--- src/rtl/branch_resolve_unit_pkg.sv ---
// Shared pipeline definitions for ID-stage branch resolution.
// Latency: n/a (types and constants only).
// Backpressure: n/a.
package branch_resolve_unit_pkg;

    // Default width of the resolved/taken statistics counters.
    localparam int CNT_W_DEFAULT = 16;

    // Branch resolution FSM states.
    typedef enum logic [1:0] {
        ST_IDLE    = 2'd0,
        ST_STALL_1 = 2'd1,
        ST_RESOLVE = 2'd2
    } brs_state_t;

    // Hazard classes seen by a branch sitting in ID.
    typedef enum logic [1:0] {
        HZ_NONE     = 2'd0,
        HZ_LOAD_EX  = 2'd1,
        HZ_ALU_EX   = 2'd2,
        HZ_LOAD_MEM = 2'd3
    } hazard_t;

    // True when a producer register actually feeds one of the ID operands.
    // Register 0 is hard-wired, so it never creates a dependency.
    function automatic logic reg_match(input logic [4:0] rs,
                                       input logic [4:0] rt,
                                       input logic [4:0] rd);
        return (rd != 5'd0) && ((rs == rd) || (rt == rd));
    endfunction

endpackage

--- src/rtl/branch_resolve_unit_hazard_detect.sv ---
// Classifies the data hazard between the ID branch operands and EX/MEM producers.
// Latency: purely combinational, zero cycles.
// Backpressure: none; the class is consumed by the resolve FSM in the same cycle.
module branch_hazard_detect
    import branch_resolve_unit_pkg::*;
(
    input  logic [4:0] ID_rs,
    input  logic [4:0] ID_rt,
    input  logic       EX_RegWrite,
    input  logic       EX_MemRead,
    input  logic [4:0] EX_rd,
    input  logic       MEM_MemRead,
    input  logic [4:0] MEM_rd,
    output hazard_t    hazard
);

    logic ex_match;
    logic mem_match;

    assign ex_match  = reg_match(ID_rs, ID_rt, EX_rd);
    assign mem_match = reg_match(ID_rs, ID_rt, MEM_rd);

    // Priority pick: a load in EX needs the longest wait, so it dominates.
    always_comb begin
        hazard = HZ_NONE;
        if (EX_MemRead && ex_match) begin
            hazard = HZ_LOAD_EX;
        end else if (EX_RegWrite && ex_match) begin
            hazard = HZ_ALU_EX;
        end else if (MEM_MemRead && mem_match) begin
            hazard = HZ_LOAD_MEM;
        end
    end

endmodule

--- src/rtl/branch_resolve_unit.sv ---
// Resolves beq/bne in ID, stalling for operand hazards, and counts branch outcomes.
// Latency: resolves same cycle with no hazard, after 1 stall (ALU_EX/LOAD_MEM) or 2 (LOAD_EX).
// Backpressure: asserts Stall/BubbleEX to hold PC and IF/ID while operands are not ready.
module branch_resolve_unit
    import branch_resolve_unit_pkg::*;
#(
    parameter int CNT_W = CNT_W_DEFAULT
) (
    input  logic             clk,
    input  logic             rst_n,
    input  logic             Branch,
    input  logic             BranchNe,
    input  logic             Equal,
    input  logic [4:0]       ID_rs,
    input  logic [4:0]       ID_rt,
    input  logic             EX_RegWrite,
    input  logic             EX_MemRead,
    input  logic [4:0]       EX_rd,
    input  logic             MEM_MemRead,
    input  logic [4:0]       MEM_rd,
    output logic             PCSrc,
    output logic             Stall,
    output logic             BubbleEX,
    output logic             Flush_IFID,
    output logic [CNT_W-1:0] BranchCount,
    output logic [CNT_W-1:0] TakenCount
);

    brs_state_t state;
    hazard_t    hazard;
    logic       branch_vld;
    logic       take;
    logic       resolve;
    logic       hold;

    branch_hazard_detect u_hazard (
        .ID_rs       (ID_rs),
        .ID_rt       (ID_rt),
        .EX_RegWrite (EX_RegWrite),
        .EX_MemRead  (EX_MemRead),
        .EX_rd       (EX_rd),
        .MEM_MemRead (MEM_MemRead),
        .MEM_rd      (MEM_rd),
        .hazard      (hazard)
    );

    assign branch_vld = Branch | BranchNe;
    assign take       = (Branch & Equal) | (BranchNe & ~Equal);

    // Decide whether this cycle stalls or resolves; reset masks everything.
    always_comb begin
        resolve = 1'b0;
        hold    = 1'b0;
        unique case (state)
            ST_IDLE: begin
                if (branch_vld) begin
                    if (hazard == HZ_NONE) resolve = 1'b1;
                    else                   hold    = 1'b1;
                end
            end
            ST_STALL_1: hold = 1'b1;
            // Operands are ready by now; no hazard re-check. A vanished
            // branch resolves to nothing.
            ST_RESOLVE: resolve = branch_vld;
            default: begin
                resolve = 1'b0;
                hold    = 1'b0;
            end
        endcase
        if (!rst_n) begin
            resolve = 1'b0;
            hold    = 1'b0;
        end
    end

    assign Stall      = hold;
    assign BubbleEX   = hold;
    assign PCSrc      = resolve & take;
    assign Flush_IFID = resolve & take;

    // State sequencing: LOAD_EX waits two cycles, other hazards one.
    always_ff @(posedge clk) begin
        if (!rst_n) begin
            state <= ST_IDLE;
        end else begin
            unique case (state)
                ST_IDLE: begin
                    if (branch_vld && (hazard == HZ_LOAD_EX)) begin
                        state <= ST_STALL_1;
                    end else if (branch_vld && (hazard != HZ_NONE)) begin
                        state <= ST_RESOLVE;
                    end else begin
                        state <= ST_IDLE;
                    end
                end
                ST_STALL_1: state <= ST_RESOLVE;
                ST_RESOLVE: state <= ST_IDLE;
                default:    state <= ST_IDLE;
            endcase
        end
    end

    // Saturating outcome counters, bumped at the end of each resolve cycle.
    always_ff @(posedge clk) begin
        if (!rst_n) begin
            BranchCount <= '0;
            TakenCount  <= '0;
        end else if (resolve) begin
            if (BranchCount != {CNT_W{1'b1}}) begin
                BranchCount <= BranchCount + CNT_W'(1);
            end
            if (take && (TakenCount != {CNT_W{1'b1}})) begin
                TakenCount <= TakenCount + CNT_W'(1);
            end
        end
    end

endmodule
--- config.mk ---
export PLATFORM = sky130hd
export DESIGN_NAME = branch_resolve_unit
export DESIGN_NICKNAME = d
export VERILOG_FILES = /design/src/rtl/branch_resolve_unit_pkg.sv /design/src/rtl/branch_resolve_unit_hazard_detect.sv /design/src/rtl/branch_resolve_unit.sv
export SDC_FILE = /design/constraint.sdc
export NUM_CORES = 1
export LEC_CHECK = 0
export BUFFER_PORTS_ARGS = -buffer_cell sky130_fd_sc_hd__buf_4
export CAP_MARGIN = 10
export CORE_MARGIN = 3
export CORE_UTILIZATION = 45
export CTS_BUF_LIST = sky130_fd_sc_hd__clkbuf_4 sky130_fd_sc_hd__clkbuf_8 sky130_fd_sc_hd__clkbuf_16
export DETAILED_ROUTE_END_ITERATION = 12
export PLACE_DENSITY = 0.73
export RECOVER_POWER = 50
export SYNTH_ARGS = -nofsm -noshare
export SYNTH_HDL_FRONTEND = slang
export SYNTH_SLANG_ARGS = --single-unit
--- constraint.sdc ---
create_clock -name clk -period 3.6 [get_ports clk]
set_input_delay 0.72 -clock clk [delete_from_list [all_inputs] [get_ports clk]]
set_output_delay 0.72 -clock clk [all_outputs]
set_load 0.005 [all_outputs]
==> results.cfg, run 1 <==
[status]
outcome = complete, no violations

[synth]
sequential_area_share_after_synthesis_pct = 33.6
postSynthNetCount = 277
ys_types = 38
yosys.cell_count.top_type = sky130_fd_sc_hd__dfxtp_1
synth_top_area_share_pct = 33.6
number_of_cells_produced_by_synthesis = 247
synth-main-ff-cell = sky130_fd_sc_hd__dfxtp_1
syn_area_per_cell_sq_um = 8.21
ys_warn_count = 0
synth.area.top_cells = sky130_fd_sc_hd__dfxtp_1, sky130_fd_sc_hd__xnor2_1, sky130_fd_sc_hd__mux2i_1
post_synth_most_frequent_cells = sky130_fd_sc_hd__dfxtp_1, sky130_fd_sc_hd__nand2_1, sky130_fd_sc_hd__nand3_1
synth-seq-cells = 34
synth_top_area_cell = sky130_fd_sc_hd__dfxtp_1
number_of_enable_type_register_cells_in_the_synthesized_netlist = 0
post_synthesis_instance_area_sq_um = 2030
asyncSetResetFlopFracSynth_pct = 0

[global_route]
grt_first_pass_wirelength_microns = 8550
grt_start_max_net_pins = 49
via_count_of_the_first_global_routing_pass = 1851
grt.total_usage_pct = 20.1
grt_overflow_total = 0
grt_antenna_before_repair = 0

[cts]
clk_transition_reported_paths_ns = 0.07
post_cts.repair.setup_buffers = 0
cts_tree = yes
cts-buffers-inserted = 5
clock-root-buffer = sky130_fd_sc_hd__clkbuf_8
post_cts_resized = 0
cts_htree_levels = 2
clock_insertion_delay_worst_skew_ns = 0.29
cts_sinks = 34
cts_max_path_buffers = 2
hold_buffers = 0

[placed_design]
gp_congestion = 0.859
placed_area_sq_um = 2510
detailed_place_hpwl_microns = 3820
dp_cells = 348
numPortBuffers = 63

[timing]
slew_headroom_pct = 63.3
hold_viol_final = 0
timing.hold.ws_ns = 0.486
tightestPinTransition_ns = 0.550
number_of_pins_exceeding_their_max_slew_limit_in_the_final_report = 0
finalSetupTns_ns = 0
clock.fmax_mhz = 333
timing.final.crit_period_ns = 3.00
setup_viol = 0
layout_worst_path_cycle_share_pct = 83.3
rsz0062_at_grt = no
finClkSkew_ns = 0.00496

[floorplanning]
chipWidth_microns = 73.1
fp.dieH_microns = 73.1
row_count = 23
initial_utilization_pct = 48.6
overall_die_area_sq_um = 5350
core-area_sq_um = 4170
io_pins = 64

[routing]
first_pass_iters = 4
num_vias = 2070
route.antenna.remaining_nets = 0
drt_iter0_drc = 132
drt-vias-per-instance = 5.81
drcViolationCount = 0
drt-wirelength-per-cell_microns = 14.5
total_wirelength_microns = 5160

[final_layout]
drive_above_1_share_pct = 23.5
num-nets-final = 335
finish.utilization_pct = 62.0
area_growth_syn_to_layout_pct = 27.5
finished_layout_cells = 356
postLayoutCellArea_sq_um = 2590
diodes = 0

[pwr]
power_density_nw_per_um2 = 317
ir_worst_vdd_mv = 0.182
p_leak_uw = 0.000944

[hold_path]
hold_path.class = reg -> reg

[worst_setup_path]
crit_arrival_ns = 2.28
startpoint_type = input pin
worst-setup-path-type = in -> out
critical_path_peak_fanout = 4
cp-end-kind = output pin
worstPathRequired_ns = 2.88

[flow_run]
timing.max_cap.violations = 0
-- routing by layer --
metal | wire, microns | vias up | global-route usage [%]
met2 | 2390 | 40 | 31.5
li1 | - | 1053 | -
met5 | 0 | - | 0
met3 | 273 | 2 | 4.68
met1 | 2460 | 975 | 27.2
met4 | 23 | 0 | 6.56
-- final timing paths --
| check | start | end | slack (ns) | cells past startpoint |
|---|---|---|---|---|
| worst min-delay path | TakenCount[10] | TakenCount[10] | 0.49 | 1 |
| worst min register to register | TakenCount[10] | TakenCount[10] | 0.49 | 1 |
| worst max-delay path | EX_rd[4] | Stall | 0.60 | 8 |
| worst max register to register | BranchCount[0] | BranchCount[4] | 1.53 | 7 |
-- per-stage QoR --
stage | power [uW] | setup WS [ns]
finish | 820 | 0.600
global route | 859 | 0.508
CTS | 831 | 0.649
detailed placement | 536 | 0.649
global placement | 533 | 0.642
floorplan | 475 | 0.468
-- report_power, final --
| part | leakage (uW) | total [uW] | switching [uW] | internal [uW] |
|---|---|---|---|---|
| Sequential | 0.000275 | 395 | 10.8 | 385 |
| Clock | 0.0000472 | 296 | 142 | 154 |
| Combinational | 0.000622 | 129 | 66.2 | 62.9 |
-- cell type report --
cell class                      instances  area [sq um]
Sequential cell                        34           681
Tap cell                               50          62.6
Clock inverter                          2          12.5
Multi-Input combinational cell        197          1260
Inverter                                3          11.3
Timing Repair Buffer                   64           473
Clock buffer                            6          82.6
Fill cell                             417          1590
-- cells by family after synthesis --
| family | after synthesis | share of synthesized area, % |
|---|---|---|
| compound gates | 50 | 15.9 |
| flops | 34 | 33.6 |
| mux | 11 | 5.43 |
| xor+xnor | 20 | 8.64 |
| simple gates | 114 | 31.5 |
| fa+ha+maj | 2 | 1.23 |
| buf+inv | 16 | 3.76 |
-- flip-flops by register name (all words and copies together) (netlist names) --
signal       count
BranchCount     16
state            2
TakenCount      16
-- layout by cell type (no fill, tap or decap), drive strengths merged, types with 2 or more instances in the layout --
master | netlist | layout
clkbuf | 8 | 39
dfxtp | 34 | 34
buf | 5 | 31
nand2 | 23 | 23
nand3 | 19 | 19
xnor2 | 18 | 18
a21oi | 16 | 16
o31ai | 14 | 14
nand4 | 12 | 12
mux2i | 11 | 11
nor2 | 10 | 10
or4 | 9 | 9
and3 | 8 | 8
o21ai | 8 | 8
or3 | 6 | 6
o211ai | 6 | 6
nor3 | 5 | 5
and4 | 5 | 5
nand2b | 4 | 4
nor4 | 4 | 4
nor2b | 3 | 3
inv | 3 | 3
or2 | 2 | 2
xor2 | 2 | 2
a32o | 2 | 2
ha | 2 | 2
-- worst max-delay path, stage by stage --
cell                       delay (ns)
sky130_fd_sc_hd__clkbuf_1        0.21
sky130_fd_sc_hd__xnor2_1         0.16
sky130_fd_sc_hd__nand3_1         0.11
sky130_fd_sc_hd__o32ai_1         0.51
sky130_fd_sc_hd__a32o_1          0.25
sky130_fd_sc_hd__a21oi_1         0.08
sky130_fd_sc_hd__nor2_1          0.12
sky130_fd_sc_hd__buf_4           0.13
No activity file was read; power rests on OpenSTA's default activity.
==> run 2: changes to the inputs <==
ABC_AREA = 1   (was default)
PLACE_DENSITY = 0.71   (was 0.73)
clock period = 2.9 ns   (was 3.6 ns; I/O delays follow)
==> run 2 against run 1 <==
  * Combinational power grew 29%
  * Core utilization is 0.79 points lower
  * Synthesized cell count up 47%
  * Clock-buffer cell count did not move
  * Via count grew 20%
  * Clock skew increased by 0.0042 ns
  * Non-clock buffer count rose by 3
  * Final cell count grew 37%
  * Sequential power rose by 21%
  * Sequential share of layout area is 3.8 points lower
  * Critical path depth grew 4
  * First-iteration DRC count is 14% lower
  * Critical endpoint is now BranchCount[2]
  * Largest power group unchanged
==> results.cfg, run 2 <==
[timing]
clock.fmax_mhz = 414
finClkSkew_ns = 0.00920
tightestPinTransition_ns = 0.669
number_of_pins_exceeding_their_max_slew_limit_in_the_final_report = 0
setup_viol = 0
slew_headroom_pct = 55.4
hold_viol_final = 0
timing.final.crit_period_ns = 2.42
finalSetupTns_ns = 0
layout_worst_path_cycle_share_pct = 83.4
fin_ws_ns = 0.482
rsz0062_at_grt = no

[worst_setup_path]
reg2regPathDepth = 9
worst-setup-path-type = in -> reg
crit_arrival_ns = 2.57
worst_path_dominant_cell_family = simple AND/OR/NAND/NOR gates
startpoint_type = input pin
path_cells = buf_4 > nor2_1 > nand2_1 > o31ai_1 > inv_1 > nand2_1 > nand2_1 > nand2_2 > clkbuf_2 > nand3_2 > nand2_1 > a21oi_1
timing.critical_path.mode_cell = sky130_fd_sc_hd__nand2_1
cp-end-kind = flop
worstPathRequired_ns = 3.05
regToRegEndpoint = BranchCount[2]
critical_path_peak_fanout = 33
r2r_setup_slack_ns = 0.81
crit_path_max_incr_delay_ns = 0.53
worst_path_max_delay_cell = sky130_fd_sc_hd__clkbuf_2
regToRegStartpoint = BranchCount[0]
timing.critical_path.buf_inv = 3

[cts]
hold_buffers = 0
cts-buffers-inserted = 5
cts_htree_levels = 2
clk_transition_reported_paths_ns = 0.06
cts_sinks = 34
clock_insertion_delay_worst_skew_ns = 0.29
cts_max_path_buffers = 2
cts_tree = yes
clock-root-buffer = sky130_fd_sc_hd__clkbuf_8
post_cts_resized = 0
post_cts.repair.setup_buffers = 0

[placed_design]
detailed_place_hpwl_microns = 4320
numPortBuffers = 63
gp_congestion = 0.843
placed_area_sq_um = 2920
pre_cts_slack_ns = 0.509

[routing]
routed-wl-met3_microns = 269
drt-met1-wl_microns = 2670
num_vias = 2487
drt-vias-per-instance = 5.10
route.antenna.remaining_nets = 0
total_wirelength_microns = 5850
topRoutingLayerUsed = met4
route.met2.wl_microns = 2870
drcViolationCount = 0
first_pass_iters = 4
drt-wirelength-per-cell_microns = 12.0
drt_iter0_drc = 114

[synth]
sequential_area_share_after_synthesis_pct = 28.3
asyncSetResetFlopFracSynth_pct = 0
synth-main-ff-cell = sky130_fd_sc_hd__dfxtp_1
synth_top_area_share_pct = 28.3
post_synth_most_frequent_cells = sky130_fd_sc_hd__nand2_1, sky130_fd_sc_hd__nor2_1, sky130_fd_sc_hd__inv_1, sky130_fd_sc_hd__nand4_1, sky130_fd_sc_hd__dfxtp_1
yosys.cell_count.top_type = sky130_fd_sc_hd__nand2_1
ys_warn_count = 0
number_of_enable_type_register_cells_in_the_synthesized_netlist = 0
post_synthesis_instance_area_sq_um = 2410
synth-seq-cells = 34
ys_types = 26
synth_top_area_cell = sky130_fd_sc_hd__dfxtp_1
postSynthNetCount = 392
syn_area_per_cell_sq_um = 6.65
number_of_cells_produced_by_synthesis = 362
synth.area.top_cells = sky130_fd_sc_hd__dfxtp_1, sky130_fd_sc_hd__nand2_1, sky130_fd_sc_hd__nand4_1

[floorplanning]
row_count = 25
core-area_sq_um = 4940
chipWidth_microns = 79.1
io_pins = 64
initial_utilization_pct = 48.7
overall_die_area_sq_um = 6260
fp.dieH_microns = 79.1

[final_layout]
num-nets-final = 451
drive_above_1_share_pct = 22.1
area_growth_syn_to_layout_pct = 25.6
reg.largest.list = BranchCount x16, TakenCount x16, state x2
diodes = 0
postLayoutCellArea_sq_um = 3020
final_common_cell = sky130_fd_sc_hd__nand2_1
most-common-layout-cells = sky130_fd_sc_hd__nand2_1, sky130_fd_sc_hd__nor2_1, sky130_fd_sc_hd__inv_1, sky130_fd_sc_hd__nand4_1, sky130_fd_sc_hd__dfxtp_1
fillers = 503

[pwr]
power_density_nw_per_um2 = 359
p_total_uw = 1090
p_leak_uw = 0.00132
ir_worst_vdd_mv = 0.214

[global_route]
grt.total_usage_pct = 19.5
grt_first_pass_wirelength_microns = 10000
grt_antenna_before_repair = 0
via_count_of_the_first_global_routing_pass = 2343
grt_overflow_total = 0
grt_start_max_net_pins = 34

[status]
outcome = complete, no violations

[flow_run]
timing.max_cap.violations = 0

[hold_path]
hold-path-endpoint = BranchCount[1]
timing.hold.worst.start = BranchCount[1]
hold_path.class = reg -> reg
hold-path-cell-count = 2
==> run 2: cell types whose count changed in the layout (fill, tap and decap cells not counted), sizes merged, moves of 9 or more <==
cell / before / now
inv: 3 / 36
mux2i: 11 / 1
nand2: 23 / 97
xor2: 2 / 21
o31ai: 14 / 1
nor2: 10 / 43
nand4: 12 / 36
a21oi: 16 / 29
or4: 9 / 0
==> run 2: worst register-to-register path, stage by stage (launching register included) <==
cell	delay, ns
sky130_fd_sc_hd__dfxtp_1	0.39
sky130_fd_sc_hd__ha_1	0.23
sky130_fd_sc_hd__nand2_1	0.10
sky130_fd_sc_hd__nor3_2	0.29
sky130_fd_sc_hd__nand4_1	0.17
sky130_fd_sc_hd__clkinv_1	0.09
sky130_fd_sc_hd__nand2_2	0.19
sky130_fd_sc_hd__nand3_2	0.32
sky130_fd_sc_hd__nand2_1	0.09
sky130_fd_sc_hd__a21oi_1	0.15
==> run 2: worst max-delay path by stage <==
stage,start,endpoint,slack [ns],cells after the start
after floorplan,MEM_rd[3],PCSrc,0.61,11
after global placement,MEM_rd[3],BranchCount[0],0.55,12
after detailed placement,MEM_rd[3],BranchCount[4],0.51,12
after CTS,MEM_rd[3],PCSrc,0.56,11
after global routing,MEM_rd[3],BranchCount[6],0.26,12
final,MEM_rd[3],BranchCount[2],0.48,12
==> run 2: cell type report <==
class	count	area [sq um]	share of cell area (%)
multi-input combinational	276	1510	50.0
sequential	34	681	22.5
timing repair buffer	67	497	16.4
inverter	37	139	4.59
tap	67	83.8	2.77
clock buffer	6	82.6	2.73
clock inverter	1	30.0	0.993
==> run 2: metal layers <==
| metal | up-vias | track usage [%] |
|---|---|---|
| met5 | - | 0 |
| met4 | 0 | 5.50 |
| li1 | 1299 | - |
| met3 | 5 | 4.20 |
| met2 | 55 | 34.0 |
| met1 | 1128 | 24.2 |
==> run 2: where the power goes <==
part | leakage [uW] | internal [uW] | total [uW] | switching, uW
registers | 0.000274 | 472 | 477 | 5.49
logic | 0.000993 | 66.7 | 166 | 99.5
clock network | 0.0000573 | 275 | 443 | 169
total | 0.00132 | 813 | 1090 | 274
==> run 2: kinds of logic (layout without fill, tap and decap cells) <==
group / Yosys count / count (layout) / synth area share (%)
AND/OR/NAND/NOR: 206 / 206 / 40.0
XOR/XNOR: 37 / 37 / 13.5
flip-flops: 34 / 34 / 28.3
AO/OA/AOI/OAI: 30 / 30 / 7.59
buffers and inverters: 52 / 111 / 9.20
multiplexers: 1 / 1 / 0.416
adder cells (fa/ha/maj): 2 / 2 / 1.04
==> run 2: stage by stage <==
stage	instances	utilization (%)	hold WS, ns
6_report	488	61.2	0.504
3_5_place_dp	481	59.0	0.497
2_1_floorplan	362	-	0.487
4_1_cts	488	61.3	0.511
3_3_place_gp	481	59.0	0.493
5_1_grt	488	61.2	0.533
==> run 3: changes to the inputs <==
PLACE_DENSITY = 0.74   (was 0.71)
clock period = 2.2 ns   (was 2.9 ns; I/O delays follow)
==> run 3 against run 2 <==
  * Non-clock buffer count up 6
  * Sequential power increased by 32%
  * Worst hold slack lost 0.084 ns
  * Worst setup slack got worse by 0.29 ns
  * Clock skew decreased by 0.0017 ns
  * Core utilization is 0.91 points higher
  * Power increased by 25%
  * Final area rose by 1.5%
  * Clock power up 12%
  * Via count is 1.7% higher
==> results.cfg, run 3 (synthesis gave the netlist of run 2 again) <==
[status]
outcome = complete, no violations

[timing]
layout_worst_path_cycle_share_pct = 91.2
finClkSkew_ns = 0.00751
clock.fmax_mhz = 498
timing.final.crit_period_ns = 2.01
timing.hold.ws_ns = 0.420
tightestPinTransition_ns = 0.389
setup_viol = 0
rsz0062_at_grt = no
number_of_pins_exceeding_their_max_slew_limit_in_the_final_report = 0
slew_headroom_pct = 74.1
finalSetupTns_ns = 0
hold_viol_final = 0

[placed_design]
detailed_place_hpwl_microns = 4540
placed_area_sq_um = 2980
gp_congestion = 0.838
numPortBuffers = 63

[cts]
clk_transition_reported_paths_ns = 0.07
cts_max_path_buffers = 2
post_cts.repair.setup_buffers = 0
clock_insertion_delay_worst_skew_ns = 0.29
hold_buffers = 0
cts_sinks = 34
cts_htree_levels = 2
cts_tree = yes
post_cts_resized = 0
clock-root-buffer = sky130_fd_sc_hd__clkbuf_8
cts-buffers-inserted = 5

[routing]
route.antenna.remaining_nets = 0
num_vias = 2529
drt-wirelength-per-cell_microns = 12.2
total_wirelength_microns = 6040
drt-vias-per-instance = 5.11
drcViolationCount = 0
drt_iter0_drc = 141
first_pass_iters = 4

[global_route]
grt_start_max_net_pins = 34
grt_overflow_total = 0
grt.total_usage_pct = 20.0
grt_antenna_before_repair = 0
via_count_of_the_first_global_routing_pass = 2308
grt_first_pass_wirelength_microns = 10300

[worst_setup_path]
timing.critical_path.mode_cell = sky130_fd_sc_hd__nand2_1
regToRegStartpoint = BranchCount[0]
worstSetupStartpoint = MEM_rd[3]
crit_path_max_incr_delay_ns = 0.19
reg2regPathDepth = 9
cp-end-kind = output pin
path_cells = buf_4 > nor2_1 > nand2_1 > o31ai_1 > inv_1 > nand2_1 > nand2_1 > nand2_2 > nand2_1 > nor2_2 > buf_4
crit_arrival_ns = 1.57
worst_path_max_delay_cell = sky130_fd_sc_hd__o31ai_1
critical_path_peak_fanout = 3
worstPathRequired_ns = 1.76
critPathCapture = PCSrc
regToRegEndpoint = BranchCount[2]
worst-setup-path-type = in -> out
r2r_setup_slack_ns = 0.30
startpoint_type = input pin

[final_layout]
total_area_of_multi_input_combinational_cells_sq_um = 1510
diodes = 0
area_growth_syn_to_layout_pct = 27.5
postLayoutCellArea_sq_um = 3070
num-nets-final = 457
drive_above_1_share_pct = 23.6
finish.utilization_pct = 62.1
area_taken_by_flip_flops_and_latches_sq_um = 681
most-common-layout-cells = sky130_fd_sc_hd__nand2_1, sky130_fd_sc_hd__nor2_1, sky130_fd_sc_hd__buf_4
reg.largest.list = BranchCount x16, TakenCount x16, state x2
final_common_cell = sky130_fd_sc_hd__nand2_1
fillers = 499

[floorplanning]
fp.dieH_microns = 79.1
io_pins = 64
row_count = 25
chipWidth_microns = 79.1
overall_die_area_sq_um = 6260
initial_utilization_pct = 48.7
core-area_sq_um = 4940

[pwr]
sequential_share_of_power_pct = 46.4
switching_share_of_power_pct = 27.3
p_leak_uw = 0.00136
power_density_nw_per_um2 = 441
ir_worst_vdd_mv = 0.252
intPower_uw = 984
total_switching_power_uw = 370
power.combinational.fraction_pct = 17.2
share_of_total_power_in_the_clock_network_pct = 36.5

[hold_path]
hold_path.class = in -> reg
hold-path-cell-count = 3

[flow_run]
timing.max_cap.violations = 0
==> run 3: worst min-delay path by stage <==
stage,startpoint,to,slack (ns)
final,rst_n,BranchCount[0],0.42
after detailed placement,TakenCount[4],TakenCount[4],0.50
after CTS,rst_n,BranchCount[0],0.41
after global routing,rst_n,BranchCount[0],0.43
after global placement,BranchCount[1],BranchCount[1],0.49
after floorplan,BranchCount[1],BranchCount[1],0.49
==> run 3: power by group through the flow <==
stage	Clock (uW)	Sequential, uW	Combinational [uW]
2_1_floorplan	0	642	132
3_3_place_gp	0	642	230
3_5_place_dp	0	642	232
4_1_cts	512	628	233
5_1_grt	538	628	258
6_report	494	628	232
==> run 3: metal layers <==
layer / global-route usage [%] / up-vias / wire [microns]
met3: 4.31 / 4 / 375
met4: 4.98 / 0 / 48
met1: 25.3 / 1145 / 2670
met2: 34.4 / 74 / 2950
met5: 0 / - / 0
li1: - / 1306 / -
==> run 3: layout make-up <==
cell class	instances	area share, %
tap	67	2.73
sequential	34	22.2
clock inverter	1	0.163
inverter	37	4.53
multi-input combinational	276	49.3
clock buffer	7	2.94
timing repair buffer	73	18.1
==> run 3: metrics by stage <==
| step | power [uW] | instances | setup slack (ns) |
|---|---|---|---|
| finish | 1350 | 495 | 0.193 |
| global route | 1420 | 495 | 0.0479 |
| CTS | 1370 | 495 | 0.113 |
| detailed placement | 875 | 487 | 0.111 |
| global placement | 872 | 487 | 0.135 |
| floorplan | 774 | 362 | 0.186 |
==> run 3: critical path, delay by kind of cell <==
kind | cells | cell delay, ns
AO/OA/AOI/OAI | 1 | 0.19
buffers and inverters | 3 | 0.33
AND/OR/NAND/NOR | 7 | 0.60
